==> src/rtl/mips_pkg.sv <==
// Shared MIPS encoding constants and instruction field helpers.
package mips_pkg;

   localparam int unsigned OPCODE_W = 6;
   localparam int unsigned REG_W    = 5;
   localparam int unsigned FUNCT_W  = 6;
   localparam int unsigned IMM_W    = 16;
   localparam int unsigned TARGET_W = 26;

   // Field positions inside a 32-bit instruction word.
   localparam int unsigned OPCODE_MSB = 31;
   localparam int unsigned OPCODE_LSB = 26;
   localparam int unsigned RS_MSB     = 25;
   localparam int unsigned RS_LSB     = 21;
   localparam int unsigned RT_MSB     = 20;
   localparam int unsigned RT_LSB     = 16;
   localparam int unsigned RD_MSB     = 15;
   localparam int unsigned RD_LSB     = 11;
   localparam int unsigned FUNCT_MSB  = 5;
   localparam int unsigned IMM_MSB    = 15;

   // Opcodes this stage acts on.
   localparam logic [OPCODE_W-1:0] OP_J          = 6'h02;
   localparam logic [OPCODE_W-1:0] OP_JAL        = 6'h03;
   localparam logic [OPCODE_W-1:0] OP_BEQ        = 6'h04;
   localparam logic [OPCODE_W-1:0] OP_BNE        = 6'h05;
   localparam logic [OPCODE_W-1:0] OP_LOAD_FIRST = 6'h20;
   localparam logic [OPCODE_W-1:0] OP_LOAD_LAST  = 6'h25;

   // Raw instruction fields.
   typedef struct packed {
      logic [OPCODE_W-1:0] opcode;
      logic [REG_W-1:0]    rs;
      logic [REG_W-1:0]    rt;
      logic [REG_W-1:0]    rd;
      logic [FUNCT_W-1:0]  funct;
      logic [IMM_W-1:0]    imm;
   } instr_fields_t;

   function automatic instr_fields_t decode_fields(input logic [31:0] instr);
      instr_fields_t f;
      f.opcode = instr[OPCODE_MSB:OPCODE_LSB];
      f.rs     = instr[RS_MSB:RS_LSB];
      f.rt     = instr[RT_MSB:RT_LSB];
      f.rd     = instr[RD_MSB:RD_LSB];
      f.funct  = instr[FUNCT_MSB:0];
      f.imm    = instr[IMM_MSB:0];
      return f;
   endfunction

   function automatic logic is_load(input logic [OPCODE_W-1:0] op);
      return (op >= OP_LOAD_FIRST) && (op <= OP_LOAD_LAST);
   endfunction

   function automatic logic is_jump(input logic [OPCODE_W-1:0] op);
      return (op == OP_J) || (op == OP_JAL);
   endfunction

endpackage

==> src/rtl/reg_file.sv <==
// Register file: async-cleared storage, r0 hardwired to zero, write-through reads.
module reg_file
   import mips_pkg::*;
#(
   parameter int unsigned LEN     = 32,
   parameter int unsigned NB_ADDR = 5
) (
   input  logic               i_clk,
   input  logic               i_rst,
   input  logic               i_we,
   input  logic [NB_ADDR-1:0] i_waddr,
   input  logic [LEN-1:0]     i_wdata,
   input  logic [NB_ADDR-1:0] i_raddr_1,
   input  logic [NB_ADDR-1:0] i_raddr_2,
   output logic [LEN-1:0]     o_rdata_1,
   output logic [LEN-1:0]     o_rdata_2
);

   localparam int unsigned DEPTH = 2 ** NB_ADDR;

   logic [LEN-1:0] mem_q [DEPTH];
   logic [LEN-1:0] mem_d [DEPTH];
   logic           wr_en;

   // r0 is never written; writes during reset are dropped.
   assign wr_en = i_we && (i_waddr != '0) && !i_rst;

   // Next-state of storage: apply the single write port.
   always_comb begin
      mem_d = mem_q;
      if (wr_en) begin
         mem_d[i_waddr] = i_wdata;
      end
   end

   // Storage update with asynchronous clear.
   always_ff @(posedge i_clk or posedge i_rst) begin
      if (i_rst) begin
         for (int i = 0; i < int'(DEPTH); i++) begin
            mem_q[i] <= '0;
         end
      end else begin
         mem_q <= mem_d;
      end
   end

   // Read port 1 with same-cycle write bypass.
   always_comb begin
      o_rdata_1 = '0;
      if (i_raddr_1 == '0) begin
         o_rdata_1 = '0;
      end else if (wr_en && (i_raddr_1 == i_waddr)) begin
         o_rdata_1 = i_wdata;
      end else begin
         o_rdata_1 = mem_q[i_raddr_1];
      end
   end

   // Read port 2 with same-cycle write bypass.
   always_comb begin
      o_rdata_2 = '0;
      if (i_raddr_2 == '0) begin
         o_rdata_2 = '0;
      end else if (wr_en && (i_raddr_2 == i_waddr)) begin
         o_rdata_2 = i_wdata;
      end else begin
         o_rdata_2 = mem_q[i_raddr_2];
      end
   end

endmodule

==> src/rtl/seg_instruction_decode.sv <==
// ID stage: decode, register read, early branch/jump resolution, load-use stall, ID/EX register.
module seg_instruction_decode
   import mips_pkg::*;
#(
   parameter int unsigned LEN     = 32,
   parameter int unsigned NB_ADDR = 5
) (
   input  logic                i_clk,
   input  logic                i_rst,
   input  logic [LEN-1:0]      i_instruction,
   input  logic [LEN-1:0]      i_PC,
   input  logic                i_reg_write,
   input  logic [NB_ADDR-1:0]  i_write_reg,
   input  logic [LEN-1:0]      i_write_data,
   input  logic                i_ID_EX_mem_read,
   input  logic [NB_ADDR-1:0]  i_ID_EX_rt,
   output logic                o_stall_flag,
   output logic                o_PCSrc,
   output logic [LEN-1:0]      o_PC_branch,
   output logic                o_jump,
   output logic [LEN-1:0]      o_PC_dir_jump,
   output logic                o_valid,
   output logic [LEN-1:0]      o_PC,
   output logic [LEN-1:0]      o_read_data_1,
   output logic [LEN-1:0]      o_read_data_2,
   output logic [LEN-1:0]      o_sign_extend,
   output logic [REG_W-1:0]    o_rs,
   output logic [REG_W-1:0]    o_rt,
   output logic [REG_W-1:0]    o_rd,
   output logic [OPCODE_W-1:0] o_opcode,
   output logic [FUNCT_W-1:0]  o_funct,
   output logic                o_mem_read
);

   instr_fields_t      fld;
   logic [NB_ADDR-1:0] rs_addr;
   logic [NB_ADDR-1:0] rt_addr;
   logic [LEN-1:0]     rdata_1;
   logic [LEN-1:0]     rdata_2;
   logic [LEN-1:0]     sext;
   logic               stall;
   logic               br_taken;

   // ID/EX pipeline register state.
   logic                valid_q,    valid_d;
   logic [LEN-1:0]      pc_q,       pc_d;
   logic [LEN-1:0]      rd1_q,      rd1_d;
   logic [LEN-1:0]      rd2_q,      rd2_d;
   logic [LEN-1:0]      sext_q,     sext_d;
   logic [REG_W-1:0]    rs_q,       rs_d;
   logic [REG_W-1:0]    rt_q,       rt_d;
   logic [REG_W-1:0]    rd_q,       rd_d;
   logic [OPCODE_W-1:0] opcode_q,   opcode_d;
   logic [FUNCT_W-1:0]  funct_q,    funct_d;
   logic                mem_read_q, mem_read_d;

   // Field split of the incoming instruction.
   assign fld     = decode_fields(i_instruction[31:0]);
   assign rs_addr = NB_ADDR'(fld.rs);
   assign rt_addr = NB_ADDR'(fld.rt);
   assign sext    = {{(LEN-IMM_W){fld.imm[IMM_MSB]}}, fld.imm};

   reg_file #(
      .LEN     (LEN),
      .NB_ADDR (NB_ADDR)
   ) u_reg_file (
      .i_clk     (i_clk),
      .i_rst     (i_rst),
      .i_we      (i_reg_write),
      .i_waddr   (i_write_reg),
      .i_wdata   (i_write_data),
      .i_raddr_1 (rs_addr),
      .i_raddr_2 (rt_addr),
      .o_rdata_1 (rdata_1),
      .o_rdata_2 (rdata_2)
   );

   // Load-use hazard and early control-flow resolution.
   always_comb begin
      stall    = i_ID_EX_mem_read && (i_ID_EX_rt != '0) &&
                 ((i_ID_EX_rt == rs_addr) || (i_ID_EX_rt == rt_addr));
      br_taken = ((fld.opcode == OP_BEQ) && (rdata_1 == rdata_2)) ||
                 ((fld.opcode == OP_BNE) && (rdata_1 != rdata_2));
   end

   assign o_stall_flag  = stall;
   assign o_PCSrc       = br_taken && !stall;
   assign o_PC_branch   = i_PC + sext;
   assign o_jump        = is_jump(fld.opcode) && !stall;
   assign o_PC_dir_jump = {i_PC[LEN-1:TARGET_W], i_instruction[TARGET_W-1:0]};

   // ID/EX next state: bubble on stall, decoded values otherwise.
   always_comb begin
      valid_d    = 1'b0;
      pc_d       = '0;
      rd1_d      = '0;
      rd2_d      = '0;
      sext_d     = '0;
      rs_d       = '0;
      rt_d       = '0;
      rd_d       = '0;
      opcode_d   = '0;
      funct_d    = '0;
      mem_read_d = 1'b0;
      if (!stall) begin
         valid_d    = 1'b1;
         pc_d       = i_PC;
         rd1_d      = rdata_1;
         rd2_d      = rdata_2;
         sext_d     = sext;
         rs_d       = fld.rs;
         rt_d       = fld.rt;
         rd_d       = fld.rd;
         opcode_d   = fld.opcode;
         funct_d    = fld.funct;
         mem_read_d = is_load(fld.opcode);
      end
   end

   // ID/EX register with asynchronous clear.
   always_ff @(posedge i_clk or posedge i_rst) begin
      if (i_rst) begin
         valid_q    <= 1'b0;
         pc_q       <= '0;
         rd1_q      <= '0;
         rd2_q      <= '0;
         sext_q     <= '0;
         rs_q       <= '0;
         rt_q       <= '0;
         rd_q       <= '0;
         opcode_q   <= '0;
         funct_q    <= '0;
         mem_read_q <= 1'b0;
      end else begin
         valid_q    <= valid_d;
         pc_q       <= pc_d;
         rd1_q      <= rd1_d;
         rd2_q      <= rd2_d;
         sext_q     <= sext_d;
         rs_q       <= rs_d;
         rt_q       <= rt_d;
         rd_q       <= rd_d;
         opcode_q   <= opcode_d;
         funct_q    <= funct_d;
         mem_read_q <= mem_read_d;
      end
   end

   assign o_valid       = valid_q;
   assign o_PC          = pc_q;
   assign o_read_data_1 = rd1_q;
   assign o_read_data_2 = rd2_q;
   assign o_sign_extend = sext_q;
   assign o_rs          = rs_q;
   assign o_rt          = rt_q;
   assign o_rd          = rd_q;
   assign o_opcode      = opcode_q;
   assign o_funct       = funct_q;
   assign o_mem_read    = mem_read_q;

endmodule
==> config.mk <==
export PLATFORM = sky130hd
export DESIGN_NAME = seg_instruction_decode
export DESIGN_NICKNAME = d
export VERILOG_FILES = /design/src/rtl/mips_pkg.sv /design/src/rtl/reg_file.sv /design/src/rtl/seg_instruction_decode.sv
export SDC_FILE = /design/constraint.sdc
export NUM_CORES = 2
export LEC_CHECK = 0
export ABC_AREA = 1
export CAP_MARGIN = 20
export CORE_MARGIN = 1.5
export CORE_UTILIZATION = 30
export DETAILED_ROUTE_END_ITERATION = 10
export PLACE_DENSITY = 0.5
export SYNTH_ARGS = -nofsm -noshare
export SYNTH_HDL_FRONTEND = slang
export SYNTH_HIERARCHICAL = 1
export SYNTH_SLANG_ARGS = --single-unit
==> constraint.sdc <==
create_clock -name i_clk -period 53.8 [get_ports i_clk]
set_input_delay 10.76 -clock i_clk [delete_from_list [all_inputs] [get_ports i_clk]]
set_output_delay 10.76 -clock i_clk [all_outputs]
set_load 0.02 [all_outputs]
* Yosys cells after proc, flatten, opt, wreduce, memory -nomap -nowiden
Index checks and enable logic that the tools add are counted.
** Operators by class
- Add/sub/neg operators :: 1
- Shifts and indexed selects :: 0
- Equality and inequality tests :: 10
- Reduce and logical (&&, ||, !) cells :: 21
- Magnitude comparators :: 6
- Div/mod/pow operators :: 0
- $mul :: 0
- Muxes and demuxes :: 24
- Bitwise operators :: 3
** Operators by type and width (number)
- $bwmux 1024 :: 1
- $mux 32 :: 13
- $bmux 32 s5 :: 2
- $demux 32 s5 :: 1
- $add 32x32->32 :: 1
- $eq 32x32->1 :: 1
- $ne 32x32->1 :: 1
- $ge 6x6->1 const B :: 4
- $eq 5x5->1 :: 4
- $not 5->6 :: 3
- $mux 5 :: 3
- $eq 6x2->1 const B :: 2
- $eq 6x3->1 const B :: 2
- $logic_and 1x1->1 :: 12
- $mux 6 :: 2
- $logic_not 5->1 :: 2
- $reduce_bool 5->1 :: 2
- $le 6x6->1 const B :: 1
- $lt 6x1->1 const B :: 1
- $logic_or 1x1->1 :: 3
- $logic_not 1->1 :: 2
- $mux 1 :: 2
** Word-level totals
- Register bits after elaboration :: 1181
- Bits in latches :: 0
- Memories kept :: 0
- Bits in writable memories :: 0
- Output and inout port bits :: 224
- Bits in read-only memories :: 0
- Bits of input ports :: 110

* Longest topological paths before layout
- Word-level depth :: 10
- Depth in mapped cells :: 23
- Mapped depth without buffers :: 20

* By module
The synthesis kept the hierarchy.
** Modules (own cells, without submodules)
- reg_file :: cells an instance 8440, times used 1, area an instance 58285.9 um^2, sequential area each 25624.6 um^2
- seg_instruction_decode :: cells an instance 1061, times used 1, area an instance 7688.6 um^2, sequential area each 3253.1 um^2

* Worst setup path after synthesis
OpenSTA, ideal clock, no wires.
- Path kind :: input port to output port
- Start :: input port i_rst
- End :: output port o_PCSrc
- Stages :: 17
- Required time :: 43.040 ns
- Arrival :: 35.414 ns
- Path slack :: 7.626 ns
- Path through :: inv_1 -> nand3_1 -> inv_2 -> buf_2 -> buf_1 -> nand3_1 -> nand2_1 -> inv_1 -> nand2_1 -> inv_1 -> xnor2_1 -> nand2_1 -> nor2_1 -> nand2_1 -> nor2_1 -> a21oi_1 -> nor2_1
** Between the ends
- Word-level cells in the longest chain between the ends :: 9
- Elaborated cells between the ends (all ways) :: 14
** Ends and longest elaborated chain
- start: declaration :: line seg_instruction_decode.sv:9 : input logic i_rst,
- $logic_not 1->1 (*) :: line reg_file.sv:26 : assign wr_en = i_we && (i_waddr != '0) && !i_rst;
- $logic_and 1x1->1 (*) :: line reg_file.sv:26
- $logic_and 1x1->1 (*) :: line reg_file.sv:52 : end else if (wr_en && (i_raddr_1 == i_waddr)) begin
- $mux 32 (*) :: line reg_file.sv:52
- $mux 32 (*) :: line reg_file.sv:50 : if (i_raddr_1 == '0) begin
- net rdata_1[27] :: line seg_instruction_decode.sv:38 : logic [LEN-1:0] rdata_1;
- $eq 32x32->1 / $ne 32x32->1 (equally long branches) :: line seg_instruction_decode.sv:82, seg_instruction_decode.sv:83
- $logic_and 1x1->1, on equally long branches :: line seg_instruction_decode.sv:82, seg_instruction_decode.sv:83
- $logic_or 1x1->1 (*) :: line seg_instruction_decode.sv:82 : br_taken = ((fld.opcode == OP_BEQ) && (rdata_1 == rdata_2)) ||
- $logic_and 1x1->1 (*) :: line seg_instruction_decode.sv:87 : assign o_PCSrc = br_taken && !stall;
- end: declaration :: line seg_instruction_decode.sv:18 : output logic o_PCSrc,
Mark *: on every way through the listed nets, which the timed path passes. The rest lies on a longest branch.

* Final worst setup path
- Start :: input port i_instruction[21]
- End :: output port o_PCSrc
** Between the ends
- Word-level cells in the longest chain between the ends :: 10
- Elaborated cells between the ends (all ways) :: 19
** Ends and longest elaborated chain
- start: declaration :: line seg_instruction_decode.sv:10 : input logic [LEN-1:0] i_instruction,
- $not 5->6 (not written as such) :: line reg_file.sv:55 : o_rdata_1 = mem_q[i_raddr_1];
- $bmux 32 s5 :: line reg_file.sv:55
- $mux 32 (not written as such) (2 in a row) :: line reg_file.sv:55
- $mux 32 :: line reg_file.sv:52
- $mux 32 (*) :: line reg_file.sv:50
- net rdata_1[6] :: line seg_instruction_decode.sv:38
- $eq 32x32->1 / $ne 32x32->1 (equally long branches) :: line seg_instruction_decode.sv:82, seg_instruction_decode.sv:83
- $logic_and 1x1->1, on equally long branches :: line seg_instruction_decode.sv:82, seg_instruction_decode.sv:83
- $logic_or 1x1->1 (*) :: line seg_instruction_decode.sv:82
- $logic_and 1x1->1 (*) :: line seg_instruction_decode.sv:87
Mark *: on every way through the listed nets, which the timed path passes. The rest lies on a longest branch. The select of a mux whose other input is x is not followed.

==> run summary <==
Outcome: completed
YS warnings: 6
#FFs+latches synth: 1,154
EDFF count, synth: 0
Crit path kind: in -> out
Clock group share of total power: 0.373
Setup Buffers After CTS: 0
CTS Hold Buffers Added: 0
Post-synth top cells: 2,401 x nand2_1, 1,405 x o21ai_0, 1,154 x dfrtp_1, 1,017 x inv_1, 949 x nand3_1
P_int: 1760 µW
Starting Density: 0.303
Slowest cell delay on critical path: 790 ps
Asr flop ratio synth: 1.00
CP max FO: 175
CTS tree: done
Gates resized, CTS repair: 0
RSZ-0062 raised after global routing: no
CTS root buf: clkbuf_16
GRT Util Overall: 0.263
Die height: 472 µm
Vias: 65.9k
Switching share of total power: 0.326
Hold_sp: u_reg_file/mem_q[1007]
Clock transition at path regs: 60 ps
Post-Syn Area: 66,000 µm²
Number of global-route vias before repair: 61.1k
Sw Pwr: 849 µW
Dominant cell type by area after synthesis: dfrtp_1
Top cells by area, synth: dfrtp_1 44%, nand2_1 14%, o21ai_0 11%, nand3_1 7.2%, a21oi_1 6.0%
Hold EP: u_reg_file/mem_q[1007]
Final-stage net count: 9,417
Global route overflow: 0
Peak Freq: 36.1 MHz
Clk_lat worst skew: 800 ps
Post-synth cell types: 38
Final min period: 27,680 ps
Layout cells sized above 1: 0.0445
Required time of the critical path: 43,040 ps
Port bufs: 333
Fin Setup TNS: 0 ps
DIE WIDTH: 472 µm
Crit end category: output port
Fillers: 23.1k
Slowest-stage cell, CP: nor2_1
Wirelength per Cell: 24.5 µm
DRC violations left: 0
GP Congestion: 0.900
FF/Latch Area: 28,900 µm²
Cell repeated most along the worst path: nand2_1
Reg power frac: 0.413
Worst Hold Path Cells: 0
Reg-to-Reg Start: u_reg_file/mem_q[897]
Die ar.: 223,000 µm²
Setup Skew: 22.1 ps
PD cells: 34.7 nW/µm²
Count leader, synth: nand2_1
Prevailing post-synth register cell: dfrtp_1
Pins Over Slew Limit: 0
Setup slack, reg-to-reg: 51,640 ps
WL final: 299 mm
Multi-input gate area: 29,700 µm²
Startpoint types: input port
Final Setup Violations: 0
Cell chain of the critical path: buf_8, buf_4, buf_12, buf_4, nand2_1, o21ai_0, nand2_1, nand3_1, nand3_1, nand2_1, nand3_1, nand2_1, inv_1, xnor2_1, nand2_1, nor2_1, nand2_1, nor2_1, a21oi_1, nor2_1, clkdlybuf4s50_1
Cells on worst reg2reg path: 12
Core area: 218,000 µm²
Static Leak: 0.0355 µW
FF-to-FF End: o_read_data_1[1]
H-tree depth: 4
Max-cap viol count: 0
Max VDD drop: 0.0367 mV
Final Cycle Share: 0.514
Via/cell ratio: 5.38
Hold WS: 374 ps
Comb pwr share: 0.214
Avg Cell Area, Syn: 6.94 µm²
Detailed Place HPWL: 172 mm
TritonCTS Sinks: 1,154
Iteration-0 DRC count of the detailed router: 8,586
CTS Buf Count: 137
Pre-Repair DR Iteration Count: 7
Clk buf depth: 3
Slew margin rel.: 0.186
Syn Inst Count: 9,501
Area grow syn2layout: 13.9%
Row Count: 171
Mapped Nets: 9,643
Initial antenna violation count: 18
Final Hold Viols: 0
Final ANT Viol Nets: 0
Hold/Removal Path Class: reg -> reg
Synth top area share: 0.438
First-pass GRT wire length: 435 mm
Post-synthesis sequential area ratio: 0.438
Pin count of the biggest net entering global routing: 176
Measured slew at the worst slew-check pin: 1220 ps
I/O pins: 334
Critical Path AT: 16,920 ps
## layer usage
metal / vias up / track usage / routed length (µm)
met2: 3521 / 0.399 / 129000
met5: - / 0 / 74
met4: 10 / 0.116 / 14600
li1: 30000 / - / -
met1: 31700 / 0.368 / 128000
met3: 631 / 0.0418 / 27600
## how the worst max path moves through the flow
stage,startpoint,end,slack [ps]
4_1_cts,i_instruction[21],o_PCSrc,26420
3_3_place_gp,i_instruction[21],o_PCSrc,26420
2_1_floorplan,i_rst,o_PCSrc,7630
5_1_grt,i_instruction[21],o_PCSrc,25870
6_report,i_instruction[21],o_PCSrc,26120
3_5_place_dp,i_instruction[21],o_PCSrc,26440
## power by group through the flow
stage,clock (µW),combinational (µW),sequential [µW]
6_report,973,559,1080
5_1_grt,1020,622,1090
4_1_cts,990,553,1080
3_5_place_dp,0,550,1090
3_3_place_gp,0,544,1090
2_1_floorplan,0,354,1090
## cells by family after synthesis
kind of cell / synth area share
AND/OR/NAND/NOR: 0.252
adder cells (fa/ha/maj): 0.00618
buffers and inverters: 0.115
flip-flops: 0.438
AO/OA/AOI/OAI: 0.184
XOR/XNOR: 0.00558
## cell type report
cell class                      instances  share of cell area
Multi-Input combinational cell       6478               0.395
Sequential cell                      1154               0.384
Clock buffer                          202              0.0544
Timing Repair Buffer                  465              0.0594
Inverter                             1039              0.0526
Clock inverter                         39             0.00644
Antenna cell                            8            0.000266
Tap cell                             2854              0.0475
## layout by cell type (no fill, tap or decap), types with 5 or more instances in the layout
cell type,instances
diode_2,8
nand3_1,949
clkinv_2,20
xnor2_1,24
nand2_1,2399
xor2_1,18
o211ai_1,130
inv_6,6
nor3_1,11
inv_2,7
buf_4,127
nor2_4,24
ha_1,31
clkdlybuf4s50_1,323
clkbuf_1,30
nand2_2,6
o21ai_0,1405
bufinv_16,9
clkbuf_8,29
a21oi_1,789
nor2_1,631
clkbuf_16,143
clkinv_1,13
inv_1,1009
dfrtp_1,1154
buf_12,11
o21ai_1,15
o21bai_1,6
inv_8,5
nand4_1,7
## sequential cells by signal, indices dropped and copies added, names as in the netlist
name	flops
u_reg_file/mem_q	1024
o_PC	32
o_read_data_1	32
o_read_data_2	32
o_sign_extend	7
o_opcode	6
o_funct	5
o_rs	5
o_rt	5
o_rd	4
o_mem_read	1
o_valid	1
## stage by stage
stage	total power (µW)	util	cell area [µm²]	worst slack, ps	cells
finish	2610	0.345	75100	26120	12200
global route	2740	0.345	75100	25870	12200
CTS	2620	0.345	75100	26420	12200
detailed placement	1640	0.324	70600	26440	12000
global placement	1630	0.324	70500	26420	12000
floorplan	1440	-	66000	7630	9501
## worst max-delay path, delay by kind of cell
| kind | cells | cell delay, ps |
|---|---|---|
| and+or+nand+nor | 12 | 2100 |
| buffers and inverters | 6 | 3350 |
| xor gates and xnor gates | 1 | 150 |
| AOI/OAI and AO/OA | 2 | 260 |
(Power assumes the default switching activity.)
